--- src/rtl/gps_pkt_rx_pkg.sv ---
// ============================================================================
// Module   : gps_pkt_rx_pkg
// Brief    : Shared constants, state encoding and range helper for gps_pkt_rx.
// Revision : 1.0 - initial release
// ============================================================================
`default_nettype none

package gps_pkt_rx_pkg;

    localparam logic [7:0] C_SYNC_BYTE    = 8'hA5;
    localparam int         C_PAYLOAD_LEN  = 6;
    localparam int         C_COORD_W      = 24;
    localparam int         C_INT_W        = 8;
    localparam int         C_FRAC_W       = 16;
    localparam int         C_WAIT_W       = 10;
    localparam logic [7:0] C_LAT_MAX      = 8'd89;
    localparam logic [7:0] C_LON_MAX      = 8'd179;

    typedef enum logic [1:0] {
        ST_IDLE    = 2'd0,
        ST_PAYLOAD = 2'd1,
        ST_CKSUM   = 2'd2,
        ST_WAIT    = 2'd3
    } state_t;

    // Integer-degree bytes only; the 16-bit fraction cannot push a value over.
    function automatic logic coord_in_range(input logic [C_INT_W-1:0] lon_int,
                                            input logic [C_INT_W-1:0] lat_int);
        return (lon_int <= C_LON_MAX) && (lat_int <= C_LAT_MAX);
    endfunction

endpackage

`default_nettype wire

--- src/rtl/gps_pkt_rx_if.sv ---
// ============================================================================
// Module   : gps_pkt_rx_if
// Brief    : Byte-stream input and calculator-side point output of gps_pkt_rx.
// Revision : 1.0 - initial release
// ============================================================================
`default_nettype none

interface gps_pkt_rx_if;

    logic                                 byte_vld;
    logic [7:0]                           byte_data;
    logic                                 byte_rdy;
    logic                                 done_in;
    logic                                 DEN;
    logic [gps_pkt_rx_pkg::C_COORD_W-1:0] LON_OUT;
    logic [gps_pkt_rx_pkg::C_COORD_W-1:0] LAT_OUT;

    modport master (
        output byte_vld, byte_data, done_in,
        input  byte_rdy, DEN, LON_OUT, LAT_OUT
    );

    modport slave (
        input  byte_vld, byte_data, done_in,
        output byte_rdy, DEN, LON_OUT, LAT_OUT
    );

endinterface

`default_nettype wire

--- src/rtl/gps_pkt_rx_sat_cnt.sv ---
// ============================================================================
// Module   : gps_sat_cnt
// Brief    : Saturating up-counter used for the good/reject packet statistics.
// Revision : 1.0 - initial release
// ============================================================================
`default_nettype none

module gps_sat_cnt #(
    parameter int WIDTH = 8
) (
    input  wire logic             clk,
    input  wire logic             reset_n,
    input  wire logic             inc,
    output logic [WIDTH-1:0]      count
);

    logic [WIDTH-1:0] r_count;

    always_ff @(posedge clk or negedge reset_n) begin
        if (!reset_n) begin
            r_count <= '0;
        end else if (inc && (r_count != {WIDTH{1'b1}})) begin
            r_count <= r_count + 1'b1;
        end
    end

    assign count = r_count;

endmodule

`default_nettype wire

--- src/rtl/gps_pkt_rx.sv ---
// ============================================================================
// Module   : gps_pkt_rx
// Brief    : Sync-hunting GPS point receiver with XOR checksum and DEN pacing.
//            Optional macro GPS_RANGE_CHECK_EN rejects out-of-range degrees.
// Revision : 1.0 - initial release
// ============================================================================
`default_nettype none

module gps_pkt_rx
    import gps_pkt_rx_pkg::*;
#(
    parameter logic [7:0] SYNC_BYTE = C_SYNC_BYTE,
    parameter int         FIRST_GAP = 160,
    parameter int         TIMEOUT   = 1023
) (
    input  wire logic        clk,
    input  wire logic        reset_n,
    gps_pkt_rx_if.slave      bus,
    output logic [7:0]       pkt_cnt,
    output logic [7:0]       err_cnt,
    output logic             tmo_err
);

    localparam logic [C_WAIT_W-1:0] c_gap_last = C_WAIT_W'(FIRST_GAP - 1);
    localparam logic [C_WAIT_W-1:0] c_tmo_last = C_WAIT_W'(TIMEOUT - 1);
    localparam logic [2:0]          c_idx_last = 3'(C_PAYLOAD_LEN - 1);

    state_t                       r_state;
    logic [2:0]                   r_idx;
    logic [7:0]                   r_chk;
    logic [2*C_COORD_W-1:0]       r_shreg;
    logic                         r_first_pt;
    logic [C_WAIT_W-1:0]          r_wait_cnt;
    logic                         r_den;
    logic                         r_rdy;
    logic                         r_tmo;
    logic [C_COORD_W-1:0]         r_lon;
    logic [C_COORD_W-1:0]         r_lat;

    logic                         w_accept;
    logic                         w_range_ok;
    logic                         w_good;
    logic                         w_pkt_inc;
    logic                         w_err_inc;

    assign w_accept = bus.byte_vld && r_rdy;

`ifdef GPS_RANGE_CHECK_EN
    assign w_range_ok = coord_in_range(r_shreg[2*C_COORD_W-1 -: C_INT_W],
                                       r_shreg[C_COORD_W-1 -: C_INT_W]);
`else
    assign w_range_ok = 1'b1;
`endif

    assign w_good    = (bus.byte_data == r_chk) && w_range_ok;
    assign w_pkt_inc = (r_state == ST_CKSUM) && w_accept && w_good;
    assign w_err_inc = (r_state == ST_CKSUM) && w_accept && !w_good;

    always_ff @(posedge clk or negedge reset_n) begin
        if (!reset_n) begin
            r_state    <= ST_IDLE;
            r_idx      <= '0;
            r_chk      <= '0;
            r_shreg    <= '0;
            r_first_pt <= 1'b1;
            r_wait_cnt <= '0;
            r_den      <= 1'b0;
            r_rdy      <= 1'b0;
            r_tmo      <= 1'b0;
            r_lon      <= '0;
            r_lat      <= '0;
        end else begin
            case (r_state)
                ST_IDLE: begin
                    r_rdy <= 1'b1;
                    if (w_accept && (bus.byte_data == SYNC_BYTE)) begin
                        r_idx   <= '0;
                        r_chk   <= '0;
                        r_state <= ST_PAYLOAD;
                    end
                end

                // A sync-valued byte here is ordinary payload; no resync.
                ST_PAYLOAD: begin
                    if (w_accept) begin
                        r_shreg <= {r_shreg[2*C_COORD_W-9:0], bus.byte_data};
                        r_chk   <= r_chk ^ bus.byte_data;
                        r_idx   <= r_idx + 1'b1;
                        if (r_idx == c_idx_last) begin
                            r_state <= ST_CKSUM;
                        end
                    end
                end

                ST_CKSUM: begin
                    if (w_accept) begin
                        if (w_good) begin
                            r_lon      <= r_shreg[2*C_COORD_W-1:C_COORD_W];
                            r_lat      <= r_shreg[C_COORD_W-1:0];
                            r_den      <= 1'b1;
                            r_rdy      <= 1'b0;
                            r_wait_cnt <= '0;
                            r_state    <= ST_WAIT;
                        end else begin
                            r_state <= ST_IDLE;
                        end
                    end
                end

                ST_WAIT: begin
                    r_den <= 1'b0;
                    if (r_first_pt) begin
                        // First point: calculator scans its table and never signals done.
                        if (r_wait_cnt == c_gap_last) begin
                            r_first_pt <= 1'b0;
                            r_rdy      <= 1'b1;
                            r_state    <= ST_IDLE;
                        end else begin
                            r_wait_cnt <= r_wait_cnt + 1'b1;
                        end
                    end else if (bus.done_in) begin
                        r_rdy   <= 1'b1;
                        r_state <= ST_IDLE;
                    end else if (r_wait_cnt == c_tmo_last) begin
                        r_tmo   <= 1'b1;
                        r_rdy   <= 1'b1;
                        r_state <= ST_IDLE;
                    end else begin
                        r_wait_cnt <= r_wait_cnt + 1'b1;
                    end
                end

                default: begin
                    r_state <= ST_IDLE;
                end
            endcase
        end
    end

    gps_sat_cnt #(.WIDTH(8)) u_pkt_cnt (
        .clk     (clk),
        .reset_n (reset_n),
        .inc     (w_pkt_inc),
        .count   (pkt_cnt)
    );

    gps_sat_cnt #(.WIDTH(8)) u_err_cnt (
        .clk     (clk),
        .reset_n (reset_n),
        .inc     (w_err_inc),
        .count   (err_cnt)
    );

    assign bus.byte_rdy = r_rdy;
    assign bus.DEN      = r_den;
    assign bus.LON_OUT  = r_lon;
    assign bus.LAT_OUT  = r_lat;
    assign tmo_err      = r_tmo;

endmodule

`default_nettype wire
--- src/flat_wrapper.sv ---
// flat-port wrapper written by rule: the top's interface ports become plain ports
module gps_pkt_rx_flat import gps_pkt_rx_pkg::*;
#(
    parameter logic [7:0] SYNC_BYTE = C_SYNC_BYTE,
    parameter int         FIRST_GAP = 160,
    parameter int         TIMEOUT   = 1023
)
  (clk, reset_n, pkt_cnt, err_cnt, tmo_err, bus_byte_vld, bus_byte_data, bus_done_in, bus_byte_rdy, bus_DEN, bus_LON_OUT, bus_LAT_OUT);
  gps_pkt_rx_if bus_i ();
  input  wire logic clk;
  input  wire logic reset_n;
  output logic [7:0] pkt_cnt;
  output logic [7:0] err_cnt;
  output logic tmo_err;
  input wire logic [$bits(bus_i.byte_vld)-1:0] bus_byte_vld;
  input wire logic [$bits(bus_i.byte_data)-1:0] bus_byte_data;
  input wire logic [$bits(bus_i.done_in)-1:0] bus_done_in;
  output wire logic [$bits(bus_i.byte_rdy)-1:0] bus_byte_rdy;
  output wire logic [$bits(bus_i.DEN)-1:0] bus_DEN;
  output wire logic [$bits(bus_i.LON_OUT)-1:0] bus_LON_OUT;
  output wire logic [$bits(bus_i.LAT_OUT)-1:0] bus_LAT_OUT;
  assign bus_i.byte_vld = bus_byte_vld;
  assign bus_i.byte_data = bus_byte_data;
  assign bus_i.done_in = bus_done_in;
  assign bus_byte_rdy = bus_i.byte_rdy;
  assign bus_DEN = bus_i.DEN;
  assign bus_LON_OUT = bus_i.LON_OUT;
  assign bus_LAT_OUT = bus_i.LAT_OUT;
  gps_pkt_rx #(.SYNC_BYTE(SYNC_BYTE), .FIRST_GAP(FIRST_GAP), .TIMEOUT(TIMEOUT)) u_core (.clk(clk), .reset_n(reset_n), .bus(bus_i), .pkt_cnt(pkt_cnt), .err_cnt(err_cnt), .tmo_err(tmo_err));
endmodule
--- config.mk ---
export PLATFORM = sky130hd
export DESIGN_NAME = gps_pkt_rx_flat
export DESIGN_NICKNAME = d
export VERILOG_FILES = /design/src/rtl/gps_pkt_rx_pkg.sv /design/src/rtl/gps_pkt_rx_if.sv /design/src/rtl/gps_pkt_rx_sat_cnt.sv /design/src/rtl/gps_pkt_rx.sv /design/src/flat_wrapper.sv
export SDC_FILE = /design/constraint.sdc
export NUM_CORES = 1
export LEC_CHECK = 0
export BUFFER_PORTS_ARGS = -buffer_cell sky130_fd_sc_hd__buf_4
export CAP_MARGIN = 30
export CORE_ASPECT_RATIO = 0.9
export CORE_MARGIN = 4
export CORE_UTILIZATION = 40
export DETAILED_ROUTE_END_ITERATION = 16
export REMOVE_ABC_BUFFERS = 1
export SYNTH_ARGS = -nofsm -noshare
export SYNTH_HDL_FRONTEND = slang
export SYNTH_SLANG_ARGS = --single-unit
--- constraint.sdc ---
create_clock -name clk -period 3.4 [get_ports clk]
set_input_delay 1.02 -clock clk [delete_from_list [all_inputs] [get_ports clk]]
set_output_delay 1.02 -clock clk [all_outputs]
set_load 0.01 [all_outputs]
Word level (Yosys, flattened, before mapping)

Cells that the tools add are included.
Widths: inputs -> output; s select.

$add $sub $neg: 4
Multiply operators: 0
Divide/modulo/power cells: 0
$lt $le $gt $ge: 0
Eq/ne operators: 20
Shift operators: 0
Muxes and demuxes: 35
Bitwise logic cells: 3
Reductions and logical operators: 20

Operators with widths:

| operator              | number |
|---|---|
| $mux 10               | 6 |
| $pmux 10 s2           | 1 |
| $mux 2                | 9 |
| $add 8x1->8 const B   | 2 |
| $mux 8                | 2 |
| $ne 8x8->1 const B    | 2 |
| $pmux 8 s2            | 1 |
| $reduce_and 6->1      | 2 |
| $add 10x1->10 const B | 1 |
| $eq 10x10->1 const B  | 1 |
| $eq 10x8->1 const B   | 1 |
| $mux 1                | 10 |
| $ne 2x1->1 const B    | 5 |
| $reduce_and 3->1      | 3 |
| $eq 8x8->1            | 1 |
| $eq 8x8->1 const B    | 1 |
| $pmux 2 s4            | 1 |
| $xor 8x8->8           | 1 |
| $logic_and 1x1->1     | 7 |
| $mux 3                | 2 |
| $ne 3x2->1 const B    | 2 |
| $ne 3x3->1 const B    | 2 |
| $pmux 3 s2            | 1 |
| $reduce_and 5->1      | 1 |
| other kinds (14)      | 17 |

Bits in registers: 139
Latch bits: 0
RAM bits: 0
Bits in read-only memories: 0
Output and inout bits: 67
Word-level logic and storage cells: 95
Memories: 0

Longest topological paths before layout

Gate-level depths: netlist (run 1).

Word-level depth: 5
Gate-level depth with buffers: 8
Depth with buffers taken out: 7

Modules after synthesis

A second synthesis (run 1) with hierarchy kept.

Cell total of the unflattened synthesis: 549
Area total of the unflattened synthesis: 6157.2 sq um

By module, submodules not included:

| module                          | instances | cells each | area each (sq um) | sequential area each (sq um) |
|---|---|---|---|---|
| gps_pkt_rx                      | 1         | 481        | 5345.1            | 3079.2 |
| gps_sat_cnt at u_core.u_err_cnt | 1         | 34         | 407.9             | 200.2 |
| gps_sat_cnt at u_core.u_pkt_cnt | 1         | 34         | 404.1             | 200.2 |

Worst setup path before layout (run 1)

No wires, ideal clock.

Path type: input-to-reg
Start: input bus_byte_data[4]
End: register u_core.r_lon[20] (netlist: u_core.bus.LON_OUT[20])
Arrival: 2.600 ns
Required time: 3.275 ns
Path slack: 0.675 ns
Cell stages on the path: 5
Buffers on the path: 1
Cells stage by stage: xor2_1 -> or4_4 -> nor3_4 -> buf_4 -> mux2_2

Longest elaborated chain between the ends: 2

Ends and longest elaborated chain:

| item                       | RTL line           | text |
|---|---|---|
| from (decl)                | flat_wrapper.sv:16 | `input wire logic [$bits(bus_i.byte_data)-1:0] bus_byte_data;` |
| $eq 8x8->1                 | gps_pkt_rx.sv:55   | `assign w_good = (bus.byte_data == r_chk) && w_range_ok;` |
| $reduce_and 3->1 (no line) | --                 |  |
| to (signal assigned)       | gps_pkt_rx.sv:98   | `r_lon <= r_shreg[2*C_COORD_W-1:C_COORD_W];` |
| to (decl)                  | gps_pkt_rx.sv:37   | `logic [C_COORD_W-1:0] r_lon;` |

Every way passes these cells.
A chain may end at the register's enable or synchronous reset.

Worst setup path in the final report (run 1)

Start: input bus_byte_data[1]
End: register u_core.r_chk[1]

Longest elaborated chain between the ends: 4

Ends and longest elaborated chain:

| item                       | RTL line         | text |
|---|---|---|
| $eq 8x8->1                 | gps_pkt_rx.sv:76 | `if (w_accept && (bus.byte_data == SYNC_BYTE)) begin` |
| $logic_and 1x1->1          | gps_pkt_rx.sv:76 |  |
| $ne 2x1->1 (no line)       | --               |  |
| $reduce_and 3->1 (no line) | --               |  |
| to (signal assigned)       | gps_pkt_rx.sv:87 | `r_chk <= r_chk ^ bus.byte_data;` |
| to (decl)                  | gps_pkt_rx.sv:30 | `logic [7:0] r_chk;` |

Parallel ways exist; a longest one is shown, timed or not. The select of a mux whose other input is x is not followed.

==> impl_metrics.json, run 1 <==
{
  "clkSlewWorstSetupHoldPaths_ns": 0.06,
  "rsz0062_at_grt": "no",
  "synth_cell_types": 57,
  "synthSimpleGateAreaFrac": 0.189,
  "grt_usage": 0.159,
  "min_period_over_period": 0.757,
  "min_to": "u_core.tmo_err",
  "synth-seq-cells": 139,
  "worst_path_max_delay_cell": "or4b_1",
  "synthArstFlopShare": 1.00,
  "routedWlPerCell_um": 15.4,
  "p_leak_uw": 0.00391,
  "min_period_ns": 2.57,
  "cp_max_fo": 18,
  "slew_violations": 0,
  "r2r_setup_slack_ns": 1.18,
  "design_area_mm2": 0.00750,
  "cts_tree": "done",
  "synth-xor-area-share": 0.0319,
  "firstDrtPassIters": 4,
  "cp_slowest_stage_delay_ns": 0.56,
  "path_delay_family": "simple AND/OR/NAND/NOR gates",
  "synth_top_family_by_area": "simple AND/OR/NAND/NOR gates",
  "ioPinCount": 79,
  "slew-limit-headroom": 0.564,
  "postCtsSetupRepairBufs": 0,
  "maxCapViolations": 0,
  "syn2layout_area_growth_pct": 24.1,
  "ant_nets": 0,
  "hold_buffers": 0,
  "drtIter0Drc": 195,
  "timing.rr.end": "u_core.u_err_cnt.count[1]",
  "ir_drop_uv": 496,
  "place_area_mm2": 0.00690,
  "dp.cells": 815,
  "min_from": "u_core.tmo_err",
  "endpoint_kind": "register",
  "port_buffers": 78,
  "clock.fmax_ghz": 0.389,
  "cts_root_buf": "clkbuf_16",
  "synth_mux_area_frac": 0.0965,
  "critPathBufInv": 1,
  "cts_buffer_depth": 2,
  "n_antenna_cell": 0,
  "r2r_cells": 6,
  "post_cts_resized": 0,
  "skew_ns": 0.00814,
  "hold_viol_final": 0,
  "arrival_ns": 2.89,
  "vias": 4328,
  "grt_max_degree": 63,
  "floorplan.die.height_um": 125,
  "rows": 42,
  "crit_chain": "buf_4, or4b_1, o31ai_2, nand2_1, o21ai_0, o2bb2ai_1",
  "place_hpwl_mm": 8.80,
  "die_w_um": 138,
  "nNetsFinal": 658,
  "start_kind": "input port",
  "synth_compound_area_frac": 0.0675,
  "status": "completed",
  "dieArea_mm2": 0.0171,
  "hold_depth": 1,
  "worstPathRequired_ns": 3.72,
  "crit_type": "in -> reg",
  "hp-class": "reg -> reg",
  "grt_pass1_wl_mm": 21.8,
  "syn_avg_cell_area_um2": 11.0,
  "drive_gt1_frac": 0.276,
  "gr-total-overflow": 0,
  "netlist_area_mm2": 0.00604,
  "final-setup-viol-count": 0,
  "synth_flop_cell": "dfrtp_1",
  "tightest_slew_ns": 0.655,
  "vias_per_cell": 5.11,
  "yosysWarningCount": 0,
  "synthAdderAreaFrac": 0.0207,
  "gp_congestion": 0.828,
  "power_density_mw_per_mm2": 705,
  "core_mm2": 0.0148,
  "cts_num_sinks": 139,
  "clk_latency_ns": 0.41,
  "ys_seq_area_frac": 0.576,
  "final_cells": 847,
  "synth_edf_count": 0,
  "setup_tns_ns": 0,
  "fillers": 1364,
  "drt-total-wl_mm": 13.0,
  "drc_errors": 0,
  "worst_r2r_startpoint": "u_core.r_state[0]",
  "antenna_found_initial": 0,
  "cts_buffers": 17,
  "initial_core_util": 0.409,
  "grt_pass1_vias": 4385,
  "htreeDepth": 4,
  "syn_inst": 549
}
==> final cells by class <==
type	instances	area, um2	area share
sequential	139	3480	0.464
timing repair buffer	88	677	0.0903
tap	198	248	0.0330
clock buffer	21	460	0.0614
multi-input combinational	381	2460	0.328
inverter	9	33.8	0.00451
clock inverter	11	140	0.0187
==> cells in the mapped netlist, drive strengths merged, types with 8 or more instances <==
cell type	instances	share of area
and3	18	0.019
inv	9	0.0056
dfrtp	138	0.57
mux2	50	0.093
xor2	11	0.016
nand2b	8	0.0083
xnor2	11	0.016
o21ai	14	0.012
nand2	156	0.097
ha	10	0.021
nand3	16	0.013
clkbuf	14	0.0087
==> stage by stage <==
step	hold slack [ns]	worst slack (ns)	total power (uW)	utilization
floorplan	0.438	0.169	3020	-
global placement	0.442	0.454	3400	0.467
detailed placement	0.446	0.414	3450	0.467
CTS	0.467	0.855	5350	0.508
global route	0.483	0.633	5610	0.508
finish	0.463	0.828	5280	0.508
==> cells in the final DEF (no fill, tap or decap), types with 3 or more instances in the layout <==
| cell type | count |
|---|---|
| a21oi_1 | 6 |
| clkbuf_16 | 17 |
| nor3_1 | 5 |
| nor2_1 | 3 |
| dfrtp_1 | 138 |
| clkinv_2 | 5 |
| bufinv_16 | 3 |
| mux2_2 | 49 |
| xnor2_1 | 11 |
| ha_1 | 10 |
| buf_4 | 86 |
| nor3b_1 | 6 |
| nand2b_1 | 8 |
| nand3_1 | 14 |
| o2bb2ai_1 | 3 |
| o31ai_1 | 6 |
| nand3b_1 | 3 |
| xor2_1 | 11 |
| o21ai_0 | 14 |
| inv_1 | 9 |
| a41oi_1 | 3 |
| a21o_1 | 6 |
| and3_1 | 17 |
| nor4_1 | 3 |
| nand2_1 | 156 |
| nand4_1 | 7 |
==> how the worst max path moves through the flow <==
stage,from,end,slack [ns],cells after the start
finish,bus_byte_data[1],u_core.r_chk[1],0.83,6
detailed placement,bus_byte_data[1],u_core.r_chk[7],0.41,6
global placement,bus_byte_data[4],u_core.r_wait_cnt[6],0.45,6
global route,bus_byte_data[1],u_core.r_chk[1],0.63,6
floorplan,bus_byte_data[4],u_core.u_pkt_cnt.count[7],0.17,5
CTS,bus_byte_data[1],u_core.r_chk[1],0.86,6
==> worst register-to-register path, stage by stage (launching register included) <==
cell and delay, ns:
dfrtp_1 0.42, inv_1 0.10, ha_1 0.22, nand3_1 0.19
a31o_2 0.27, a21oi_1 0.52, mux2_2 0.40
==> power breakdown <==
group	switching, uW	total (uW)	internal, uW
sequential	294	2310	2020
combinational	648	1100	450
clock	682	1870	1190
==> cells by family after synthesis <==
kind of cell,Yosys count
AND/OR/NAND/NOR,241
buffers and inverters,29
multiplexers,52
adder cells (fa/ha/maj),10
XOR/XNOR,22
flip-flops,139
AO/OA/AOI/OAI,56
==> layer usage <==
| layer | share of wire | GRT usage | routed length (um) |
|---|---|---|---|
| met2 | 0.46 | 0.240 | 6050 |
| met5 | 0 | 0 | 0 |
| met4 | 0.018 | 0.0581 | 232 |
| met1 | 0.47 | 0.219 | 6080 |
| met3 | 0.050 | 0.0456 | 654 |
==> registers in the layout, indices dropped and copies added (netlist names) <==
name,count
u_core.bus.DEN,1
u_core.bus.LAT_OUT,24
u_core.bus.LON_OUT,24
u_core.bus.byte_rdy,1
u_core.r_chk,8
u_core.r_first_pt,1
u_core.r_idx,3
u_core.r_shreg,48
u_core.r_state,2
u_core.r_wait_cnt,10
u_core.tmo_err,1
u_core.u_err_cnt.count,8
u_core.u_pkt_cnt.count,8
(Power assumes the default switching activity.)
==> run 2, diff against run 1 <==
- clock period: 3.4 -> 2.6 ns (I/O delays scaled with it)
==> run 2 against run 1 <==
Compared with the run above: critical path depth up 1; clock skew hardly changed; largest power group unchanged; setup slack got worse by 0.49 ns; sequential share of layout area shrank 1.2 points; global-route usage is 0.34 points higher; utilization is 1.4 points higher; worst hold slack lost 0.14 ns; sequential cell count unchanged; clock power up 21%.
==> impl_metrics.json, run 2 (synthesis gave the netlist of run 1 again) <==
{
  "drc_errors": 0,
  "post_cts_resized": 0,
  "routedWlPerCell_um": 14.8,
  "dieArea_mm2": 0.0171,
  "die_w_um": 138,
  "drtIter0Drc": 279,
  "syn2layout_area_growth_pct": 27.4,
  "clk_latency_ns": 0.41,
  "htreeDepth": 4,
  "top_register": "u_core.r_shreg",
  "slew-limit-headroom": 0.638,
  "place_hpwl_mm": 8.96,
  "status": "completed",
  "tightest_slew_ns": 0.543,
  "cts_root_buf": "clkbuf_16",
  "cp_max_fo": 7,
  "ir_drop_uv": 545,
  "rows": 42,
  "final_common_cell": "nand2_1",
  "nNetsFinal": 685,
  "ant_nets": 0,
  "p_leak_uw": 0.00404,
  "crit_chain": "buf_4, xor2_1, or4_4, nor3_4, buf_12, and2_1, mux2_1",
  "maxCapViolations": 0,
  "grt_usage": 0.163,
  "postCtsSetupRepairBufs": 0,
  "cts_tree": "done",
  "cts_buffer_depth": 2,
  "min_period_over_period": 0.868,
  "min_period_ns": 2.26,
  "slew_violations": 0,
  "drive_gt1_frac": 0.299,
  "antenna_found_initial": 0,
  "gp_congestion": 0.858,
  "power_density_mw_per_mm2": 898,
  "skew_ns": 0.00834,
  "core_mm2": 0.0148,
  "final-setup-viol-count": 0,
  "timing.rr.end": "u_core.u_pkt_cnt.count[1]",
  "cp_slowest_stage_delay_ns": 0.58,
  "floorplan.die.height_um": 125,
  "endpoint_kind": "register",
  "arrival_ns": 2.54,
  "n_antenna_cell": 0,
  "gr-total-overflow": 0,
  "clock.fmax_ghz": 0.443,
  "hold_viol_final": 0,
  "grt_max_degree": 59,
  "firstDrtPassIters": 4,
  "largest_register_ffs": 48,
  "r2r_cells": 6,
  "vias_per_cell": 5.01,
  "worst_path_max_delay_cell": "or4_4",
  "r2r_setup_slack_ns": 0.41,
  "final_util": 0.521,
  "final_cell_mix": "nand2_1, dfrtp_1, buf_4, mux2_2",
  "worstPathRequired_ns": 2.88,
  "critPathLaunch": "bus_byte_data[4]",
  "grt_pass1_wl_mm": 22.3,
  "grt_pass1_vias": 4560,
  "rsz0062_at_grt": "no",
  "worst_r2r_startpoint": "u_core.r_chk[6]",
  "crit_type": "in -> reg",
  "vias": 4383,
  "ioPinCount": 79,
  "drt-total-wl_mm": 12.9,
  "hold_buffers": 0,
  "initial_core_util": 0.409,
  "start_kind": "input port",
  "setup_tns_ns": 0,
  "port_buffers": 78,
  "cts_buffers": 17,
  "hp-class": "in -> async",
  "cts_num_sinks": 139,
  "hold_ws_ns": 0.327,
  "clkSlewWorstSetupHoldPaths_ns": 0.05
}
[run 2: cell types whose count changed in the layout (fill, tap and decap cells not counted)]
cell and delta:
clkinvlp_4 -1, clkbuf_1 +4, bufinv_16 -2, buf_12 +3, clkinv_2 -3, buf_4 +24
clkinv_4 +1, clkbuf_8 +2, inv_6 -1
[run 2: critical path, delay by kind of cell]
| family | cells | cell delay, ns |
|---|---|---|
| buffers and inverters | 2 | 0.29 |
| multiplexers | 1 | 0.34 |
| AND/OR/NAND/NOR | 3 | 0.98 |
| XOR/XNOR | 1 | 0.15 |
[run 2: worst max-delay path by stage]
stage | endpoint | slack, ns | cells past startpoint
after floorplan | u_core.u_pkt_cnt.count[7] | -0.39 | 5
after global placement | u_core.u_pkt_cnt.count[1] | -0.01 | 7
after detailed placement | u_core.u_pkt_cnt.count[1] | -0.08 | 7
after CTS | u_core.u_pkt_cnt.count[1] | 0.36 | 7
after global routing | u_core.r_wait_cnt[7] | 0.21 | 7
final | u_core.u_pkt_cnt.count[1] | 0.34 | 7
[run 2: layer usage]
metal	wire [um]	GRT usage	up-vias
met1	5940	0.214	2161
met3	603	0.0493	10
met5	0	0	-
li1	-	-	2122
met4	182	0.0493	0
met2	6230	0.258	90
[run 2: layout make-up]
class / count / area [um2]
inverter: 9 / 33.8
fill: 1330 / 7070
clock inverter: 5 / 57.6
clock buffer: 27 / 503
sequential: 139 / 3480
tap: 198 / 248
timing repair buffer: 115 / 917
multi-input combinational: 381 / 2460
[run 2: report_power, final]
part	internal [uW]	switching (uW)
sequential	2640	393
combinational	728	881
clock	1420	853
total	4790	2130
[run 2: stage by stage]
step / instances / total power, uW / setup WS [ns] / instance area, um2
floorplan: 529 / 3950 / -0.391 / 5960
global placement: 842 / 4620 / -0.0120 / 7140
detailed placement: 842 / 4690 / -0.0765 / 7140
CTS: 874 / 7010 / 0.359 / 7700
global route: 874 / 7410 / 0.211 / 7700
finish: 874 / 6920 / 0.342 / 7700
